[config.mk]
export PLATFORM = sky130hd
export DESIGN_NAME = branch_redirect_ctrl
export DESIGN_NICKNAME = d
export VERILOG_FILES = /design/src/rtl/branch_pkg.sv /design/src/rtl/redirect_stat_counter.sv /design/src/rtl/branch_redirect_ctrl.sv
export SDC_FILE = /design/constraint.sdc
export NUM_CORES = 1
export LEC_CHECK = 0
export BUFFER_PORTS_ARGS = -buffer_cell sky130_fd_sc_hd__buf_2
export CORE_ASPECT_RATIO = 0.5
export CORE_UTILIZATION = 30
export CTS_CLUSTER_DIAMETER = 40
export CTS_CLUSTER_SIZE = 20
export DETAILED_ROUTE_END_ITERATION = 8
export PLACE_DENSITY_LB_ADDON = 0.12
export SYNTH_ARGS = -nofsm -noshare
export SYNTH_HDL_FRONTEND = slang
export SYNTH_SLANG_ARGS = --single-unit
[constraint.sdc]
create_clock -name clk -period 3.85 [get_ports clk]
set_input_delay 0.385 -clock clk [delete_from_list [all_inputs] [get_ports clk]]
set_output_delay 0.385 -clock clk [all_outputs]
set_load 0.02 [all_outputs]
[src/rtl/branch_pkg.sv]
// Shared types and constants for the branch redirect front-end control.
package branch_pkg;

   typedef enum logic [1:0] {
      IDLE    = 2'd0,
      FLUSH   = 2'd1,
      WAIT_IC = 2'd2
   } br_state_e;

   localparam logic [6:0] OP_BRANCH   = 7'b1100011;
   localparam logic [6:0] OP_JAL      = 7'b1101111;
   localparam logic [1:0] ALIGN_MASK  = 2'b11;
   localparam int         FLUSH_CNT_W = 4;

   // Targets must be word aligned; the two low bits are checked.
   function automatic logic is_aligned(input logic [1:0] lsb);
      return (lsb & ALIGN_MASK) == 2'b00;
   endfunction

   function automatic logic is_redirect_op(input logic [6:0] opcode);
      return (opcode == OP_BRANCH) || (opcode == OP_JAL);
   endfunction

endpackage

[src/rtl/redirect_stat_counter.sv]
// Saturating up-counter with enable, used for redirect statistics.
module redirect_stat_counter #(
   parameter int W = 32
) (
   input  logic         clk,
   input  logic         reset,
   input  logic         en,
   output logic [W-1:0] count
);

   always_ff @(posedge clk) begin
      if (reset) begin
         count <= '0;
      end else if (en && (count != '1)) begin
         count <= count + 1'b1;
      end
   end

endmodule

[src/rtl/branch_redirect_ctrl.sv]
// Front-end redirect sequencer: flush IF/ID, hold EX, hand new PC to the I-cache.
// Statistics counters are built only when BRANCH_REDIRECT_STATS_EN is defined.
module branch_redirect_ctrl
   import branch_pkg::*;
#(
   parameter int XLEN         = 32,
   parameter int FLUSH_CYCLES = 2,
   parameter int STAT_W       = 32
) (
   input  logic              clk,
   input  logic              reset,
   input  logic              br_valid,
   input  logic              br_taken,
   input  logic [XLEN-1:0]   br_target,
   input  logic              ic_ready,
   output logic              redirect_valid,
   output logic [XLEN-1:0]   redirect_pc,
   output logic              flush_if,
   output logic              flush_id,
   output logic              stall_ex,
   output logic              misalign_exc,
   output logic              busy,
   output logic [STAT_W-1:0] taken_cnt,
   output logic [STAT_W-1:0] stall_cnt
);

   localparam logic [FLUSH_CNT_W-1:0] FLUSH_LOAD = FLUSH_CNT_W'(FLUSH_CYCLES - 1);

   br_state_e              state_reg;
   logic [FLUSH_CNT_W-1:0] flush_cnt_reg;
   logic                   hs_done_reg;
   logic                   accept;

   assign accept = redirect_valid & ic_ready;

   always_ff @(posedge clk) begin
      if (reset) begin
         state_reg      <= IDLE;
         flush_cnt_reg  <= '0;
         hs_done_reg    <= 1'b0;
         redirect_valid <= 1'b0;
         redirect_pc    <= '0;
         flush_if       <= 1'b0;
         flush_id       <= 1'b0;
         stall_ex       <= 1'b0;
         misalign_exc   <= 1'b0;
         busy           <= 1'b0;
      end else begin
         misalign_exc <= 1'b0;
         case (state_reg)
            IDLE: begin
               if (br_valid && br_taken) begin
                  if (is_aligned(br_target[1:0])) begin
                     state_reg      <= FLUSH;
                     redirect_pc    <= br_target;
                     flush_cnt_reg  <= FLUSH_LOAD;
                     hs_done_reg    <= 1'b0;
                     redirect_valid <= 1'b1;
                     flush_if       <= 1'b1;
                     flush_id       <= 1'b1;
                     stall_ex       <= 1'b1;
                     busy           <= 1'b1;
                  end else begin
                     misalign_exc <= 1'b1;
                  end
               end
            end
            FLUSH: begin
               // Cache may take the PC early; remember it so the offer is not repeated.
               if (accept) begin
                  hs_done_reg    <= 1'b1;
                  redirect_valid <= 1'b0;
               end
               if (flush_cnt_reg == '0) begin
                  if (hs_done_reg || accept) begin
                     state_reg      <= IDLE;
                     redirect_valid <= 1'b0;
                     flush_if       <= 1'b0;
                     flush_id       <= 1'b0;
                     stall_ex       <= 1'b0;
                     busy           <= 1'b0;
                  end else begin
                     state_reg <= WAIT_IC;
                     flush_id  <= 1'b0;
                  end
               end else begin
                  flush_cnt_reg <= flush_cnt_reg - 1'b1;
               end
            end
            WAIT_IC: begin
               if (ic_ready) begin
                  state_reg      <= IDLE;
                  redirect_valid <= 1'b0;
                  flush_if       <= 1'b0;
                  stall_ex       <= 1'b0;
                  busy           <= 1'b0;
               end
            end
            default: begin
               state_reg      <= IDLE;
               redirect_valid <= 1'b0;
               flush_if       <= 1'b0;
               flush_id       <= 1'b0;
               stall_ex       <= 1'b0;
               busy           <= 1'b0;
            end
         endcase
      end
   end

`ifdef BRANCH_REDIRECT_STATS_EN
   logic [1:0]        stat_en;
   logic [STAT_W-1:0] stat_val [2];

   assign stat_en[0] = accept;
   assign stat_en[1] = (state_reg == WAIT_IC);

   for (genvar gi = 0; gi < 2; gi++) begin : g_stat
      redirect_stat_counter #(.W(STAT_W)) u_cnt (
         .clk   (clk),
         .reset (reset),
         .en    (stat_en[gi]),
         .count (stat_val[gi])
      );
   end

   assign taken_cnt = stat_val[0];
   assign stall_cnt = stat_val[1];
`else
   assign taken_cnt = '0;
   assign stall_cnt = '0;
`endif

endmodule

==> results.txt, run 1 <==
Final setup violation count = 0
Vias in the first global route = 1708
Share of cells above drive strength 1 = 0.257
Max frequency = 0.526 GHz
Metal-1 WL = 2310 µm
Status = finished, final reports clean
CP Capture Type = flop
Max IR drop VDD = 0.155 mV
Initial antenna violation count = 0
TritonCTS buffer count = 5
Worst Max-Slew Pin Slew = 1.19 ns
Num Clock Sinks = 43
Iter 0 DRT Violations = 99
HP Class = primary input to flop
Crit-path leading delay family = simple AND/OR/NAND/NOR gates
Die X = 124 µm
Antenna fix cells = 0
Min-delay src = br_target[19]
Area share of the largest cell type after synthesis = 0.387
PwrDens = 425 nW/µm²
H-tree levels = 2
Utilization after layout = 0.374
Seq/Total Area, Yosys = 0.387
# rows = 21
Slowest cell on the critical path = or2_1
Initial Utilization = 0.322
Total grt overflow = 0
Clk Latency, worst-skew pair = 0.28 ns
Worst reg2reg path depth = 3
Hold Path Depth = 3
Syn Inst Count = 274
Gr usage total = 0.133
Top layer in use = met4
CTS Hold Buffers Added = 0
Yosys Warn Count = 0
R2r setup slk = 1.95 ns
Total die area = 7780 µm²
Fin crit share = 0.494
Crit-path cells = or2_1 -> o22ai_1 -> o21a_1
Total chip power = 1.10 mW
Boundary Pins = 139
Cell taking the most area after synthesis = dfxtp_1
Synth Cell Area = 2220 µm²
WS Path Type = flop to flop
Root buf cell = clkbuf_16
Worst Path Arrival = 2.08 ns
Worst-path maximum fanout = 34
Startpoint types = flop
Layout Area Growth over Synthesis = 16.2%
Required @ worst endpoint = 4.03 ns
DR WL/cell = 11.8 µm
Via density = 4.45
Clk slew on worst S/H paths = 0.06 ns
P_leak = 1.19 nW
Hold WS = 0.353 ns
Global-route wire length before repair = 8180 µm
Clk_skew = 0.00426 ns
CP bufs+invs = 0
Placeable Area = 6910 µm²
DRC Markers = 0
Most common cell after layout, fill and taps aside = buf_2
Largest net degree at the start of global routing = 42
R2r endpoint = flush_cnt_reg[0]
Setup_tns = 0 ns
Largest register FFs = 32
# resized after CTS = 0
Crit path depth = 3
Die H = 62.9 µm
Final hold vios = 0
#FFs+latches synth = 43
Top cells by area, synth = dfxtp_1, buf_4, a21oi_1
Maxcap violations = 0
Number of library cell types mapped by synthesis = 31
Tmin final = 1.90 ns
Routed wire length = 5080 µm
Vias = 1912
Routed wl met2 = 2410 µm
Clk buf depth = 2
Worst rel slew slack = 0.207
Port Buffers = 74
CTS tree = done
Hold endpoint = redirect_pc[19]
Met3 WL post-DR = 332 µm
DR pass1 iterations = 6
Final Max Slew Viols = 0
Detail Placement HPWL = 3490 µm
Fillers = 718
Most frequent cells in the layout = buf_2, conb_1, dfxtp_1
Post-Syn Area per Cell = 8.11 µm²
FF-to-FF Start = state_reg[1]
Detail Route Antenna Nets = 0
Worst stage delay on the critical path = 0.94 ns
Placer Congestion = 0.747
Final Net Count = 376
RSZ-0062 raised after global routing = false
Setup Fix Bufs, Post-CTS = 0
-- where the power goes --
group          internal (mW)  switching, mW
Sequential             0.455        0.00600
Clock                  0.323          0.170
Combinational         0.0350          0.109
-- worst reg2reg max path, cell delays in order, from the launching register on --
cell     delay (ns)
dfxtp_1        0.45
or2_1          0.94
o22ai_1        0.20
o21a_1         0.22
-- metal layers --
layer,vias to the layer above,track usage
met5,-,0
met4,0,0.0346
met3,4,0.0365
met2,88,0.215
met1,879,0.173
li1,941,-
-- Yosys cell counts --
cell type	number
nand2_1	5
nor2_1	5
a21o_1	1
nor3b_1	1
nor2b_1	1
nand4bb_1	1
clkbuf_1	10
nand3_1	31
buf_4	67
or3b_1	1
dfxtp_1	43
or2_1	1
ha_1	2
o22ai_1	2
a31oi_1	3
a211oi_1	2
o211ai_1	2
buf_2	7
o21a_1	1
or4_1	2
conb_1	1
nand2b_1	2
inv_1	6
o21ai_0	17
or3_1	1
a21oi_1	37
nor3_1	1
nor4bb_1	1
o32ai_1	1
and2b_1	1
o21ai_1	18
-- metrics by stage --
stage	worst slack, ns	cells	instance area (µm²)
2_1_floorplan	2.47	337	2460
3_3_place_gp	1.68	422	2410
3_5_place_dp	1.67	422	2410
4_1_cts	1.91	430	2580
5_1_grt	1.72	430	2580
6_report	1.95	430	2580
-- layout make-up --
cell class	instances	area, µm²	area share
clock buffer	6	139	0.0538
multi-input combinational	204	1020	0.394
inverter	6	22.5	0.00872
sequential	43	861	0.333
timing repair buffer	77	393	0.152
tap	92	115	0.0446
clock inverter	2	35.0	0.0136
-- worst max path at each step --
stage / startpoint / to / slack [ns]
final: state_reg[1] / flush_cnt_reg[0] / 1.95
after global placement: br_target[0] / state_reg[1] / 1.68
after floorplan: flush_cnt_reg[0] / flush_cnt_reg[3] / 2.47
after detailed placement: br_target[0] / state_reg[1] / 1.67
after CTS: state_reg[0] / flush_cnt_reg[0] / 1.91
after global routing: state_reg[1] / flush_cnt_reg[0] / 1.72
-- kinds of logic (layout without fill, tap and decap cells) --
group                      count (synthesis)  count (layout)  share of synthesized area
AOI/OAI and AO/OA                         84              84                      0.200
adders and majority gates                  2               2                     0.0113
other                                      1              64                    0.00169
DFF                                       43              43                      0.387
and+or+nand+nor                           54              54                      0.130
buffers and inverters                     90              91                      0.269
No activity file was read; power rests on OpenSTA's default activity.
==> run 2, diff against run 1 <==
==> constraint.sdc (replaced) <==
create_clock -name clk -period 1.6 [get_ports clk]
set_input_delay 0.16 -clock clk [delete_from_list [all_inputs] [get_ports clk]]
set_output_delay 0.16 -clock clk [all_outputs]
set_load 0.02 [all_outputs]
==> run 2 against run 1 <==
Compared with the run above:
- global-route usage down 0.34 points
- critical path depth up 2
- worst hold slack got worse by 0.23 ns
- non-clock buffer count grew 4
- cell count increased by 0.93%
- die area unchanged
- count of clock-buffer cells in the layout increased by 2
- first-iteration DRC count decreased by 47%
- via count grew 0.31%
- critical path type unchanged
- highest routed layer is now met3
==> results.txt, run 2 (synthesized netlist as in run 1, its figures left out) <==
Status = finished, final reports clean (unchanged)
CTS Hold Buffers Added = 0 (unchanged)
R2r setup slk = 0.08 ns (was 1.95 ns)
Vias = 1918 (was 1912)
Die H = 62.9 µm (unchanged)
TritonCTS buffer count = 5 (unchanged)
Via density = 4.42 (was 4.45)
RSZ-0062 raised after global routing = false (unchanged)
Maxcap violations = 0 (unchanged)
Largest net degree at the start of global routing = 35 (was 42)
Clk slew on worst S/H paths = 0.06 ns (about the same)
Die X = 124 µm (unchanged)
DRC Markers = 0 (unchanged)
Detail Placement HPWL = 3560 µm (was 3490 µm)
Most common cell after layout, fill and taps aside = buf_2 (unchanged)
Placer Congestion = 0.717 (was 0.747)
Hold Path Depth = 3 (unchanged)
Most frequent cells in the layout = buf_2, conb_1, dfxtp_1 (unchanged)
Boundary Pins = 139 (unchanged)
Initial Utilization = 0.322 (unchanged)
Port Buffers = 74 (unchanged)
Final hold vios = 0 (unchanged)
Share of cells above drive strength 1 = 0.263 (was 0.257)
DR pass1 iterations = 4 (was 6)
PwrDens = 964 nW/µm² (was 425 nW/µm²)
Startpoint types = flop (unchanged)
Total grt overflow = 0 (unchanged)
Setup_tns = 0 ns (unchanged)
Worst-path maximum fanout = 4 (was 34)
WS Path Type = flop to flop (unchanged)
Worst Path Arrival = 1.73 ns (was 2.08 ns)
Gr usage total = 0.129 (was 0.133)
Max frequency = 0.660 GHz (was 0.526 GHz)
Clk buf depth = 2 (unchanged)
R2r endpoint = flush_cnt_reg[3] (was flush_cnt_reg[0])
# resized after CTS = 0 (unchanged)
Detail Route Antenna Nets = 0 (unchanged)
Fin crit share = 0.948 (was 0.494)
Largest register FFs = 32 (unchanged)
CTS tree = done (unchanged)
Max IR drop VDD = 0.433 mV (was 0.155 mV)
Final setup margin = 0.0837 ns (was 1.95 ns)
Final setup violation count = 0 (unchanged)
Layout Area Growth over Synthesis = 17.9% (was 16.2%)
P_leak = 1.21 nW (was 1.19 nW)
Final Max Slew Viols = 0 (unchanged)
Total die area = 7780 µm² (unchanged)
Root buf cell = clkbuf_16 (unchanged)
Global-route wire length before repair = 7870 µm (was 8180 µm)
HP Class = primary input to flop (unchanged)
Num Clock Sinks = 43 (unchanged)
Worst reg2reg path depth = 5 (was 3)
Antenna fix cells = 0 (unchanged)
Initial antenna violation count = 0 (unchanged)
H-tree levels = 2 (unchanged)
# rows = 21 (unchanged)
Pre-CTS setup slack = 0.0978 ns (was 1.67 ns)
Placeable Area = 6910 µm² (unchanged)
Min-delay src = br_target[3] (was br_target[19])
Clk_skew = 0.00538 ns (was 0.00426 ns)
Hold endpoint = redirect_pc[3] (was redirect_pc[19])
Required @ worst endpoint = 1.81 ns (was 4.03 ns)
FF-to-FF Start = flush_cnt_reg[0] (was state_reg[1])
Final Net Count = 380 (was 376)
Vias in the first global route = 1611 (was 1708)
Iter 0 DRT Violations = 52 (was 99)
Clk Latency, worst-skew pair = 0.28 ns (about the same)
CP Capture Type = flop (unchanged)
Tmin final = 1.52 ns (was 1.90 ns)
Setup Fix Bufs, Post-CTS = 0 (unchanged)
Routed wire length = 5070 µm (was 5080 µm)
DR WL/cell = 11.7 µm (was 11.8 µm)
## run 2: worst max path at each step
stage	from	end	slack, ns
3_3_place_gp	flush_cnt_reg[0]	flush_cnt_reg[3]	0.18
5_1_grt	flush_cnt_reg[0]	flush_cnt_reg[3]	0.01
4_1_cts	flush_cnt_reg[0]	flush_cnt_reg[3]	0.08
2_1_floorplan	flush_cnt_reg[0]	flush_cnt_reg[3]	0.22
6_report	flush_cnt_reg[0]	flush_cnt_reg[3]	0.08
3_5_place_dp	flush_cnt_reg[0]	flush_cnt_reg[3]	0.1
## run 2: routing by layer
| metal | wire length (µm) | track usage |
|---|---|---|
| met1 | 2310 | 0.162 |
| met3 | 346 | 0.0411 |
| met5 | 0 | 0 |
| met4 | 0 | 0.0361 |
| met2 | 2410 | 0.211 |
## run 2: report_power, final
part | internal (mW) | total, mW | switching, mW
clock | 0.664 | 1.06 | 0.395
sequential | 1.10 | 1.11 | 0.0154
combinational | 0.0922 | 0.356 | 0.264
## run 2: cell type report
type	count	area (µm²)
Tap cell	92	115
Inverter	6	22.5
Timing Repair Buffer	81	448
Clock buffer	8	156
Multi-Input combinational cell	204	1020
Fill cell	732	4290
Sequential cell	43	861
## run 2: metrics by stage
stage	cell area [µm²]	std cells	util	power, mW	hold WS [ns]
6_report	2620	434	0.379	2.53	0.128
5_1_grt	2620	434	0.379	2.65	0.126
4_1_cts	2620	434	0.379	2.56	0.117
3_5_place_dp	2460	426	0.357	1.49	0.417
3_3_place_gp	2460	426	0.357	1.49	0.414
2_1_floorplan	2460	337	-	1.51	0.308
## run 2: critical path, cell delays in order, from the launching register on
cell and delay, ns:
dfxtp_1 0.37, inv_1 0.08, ha_1 0.21, nor3b_1 0.17, or4_1 0.46, a21oi_1 0.16
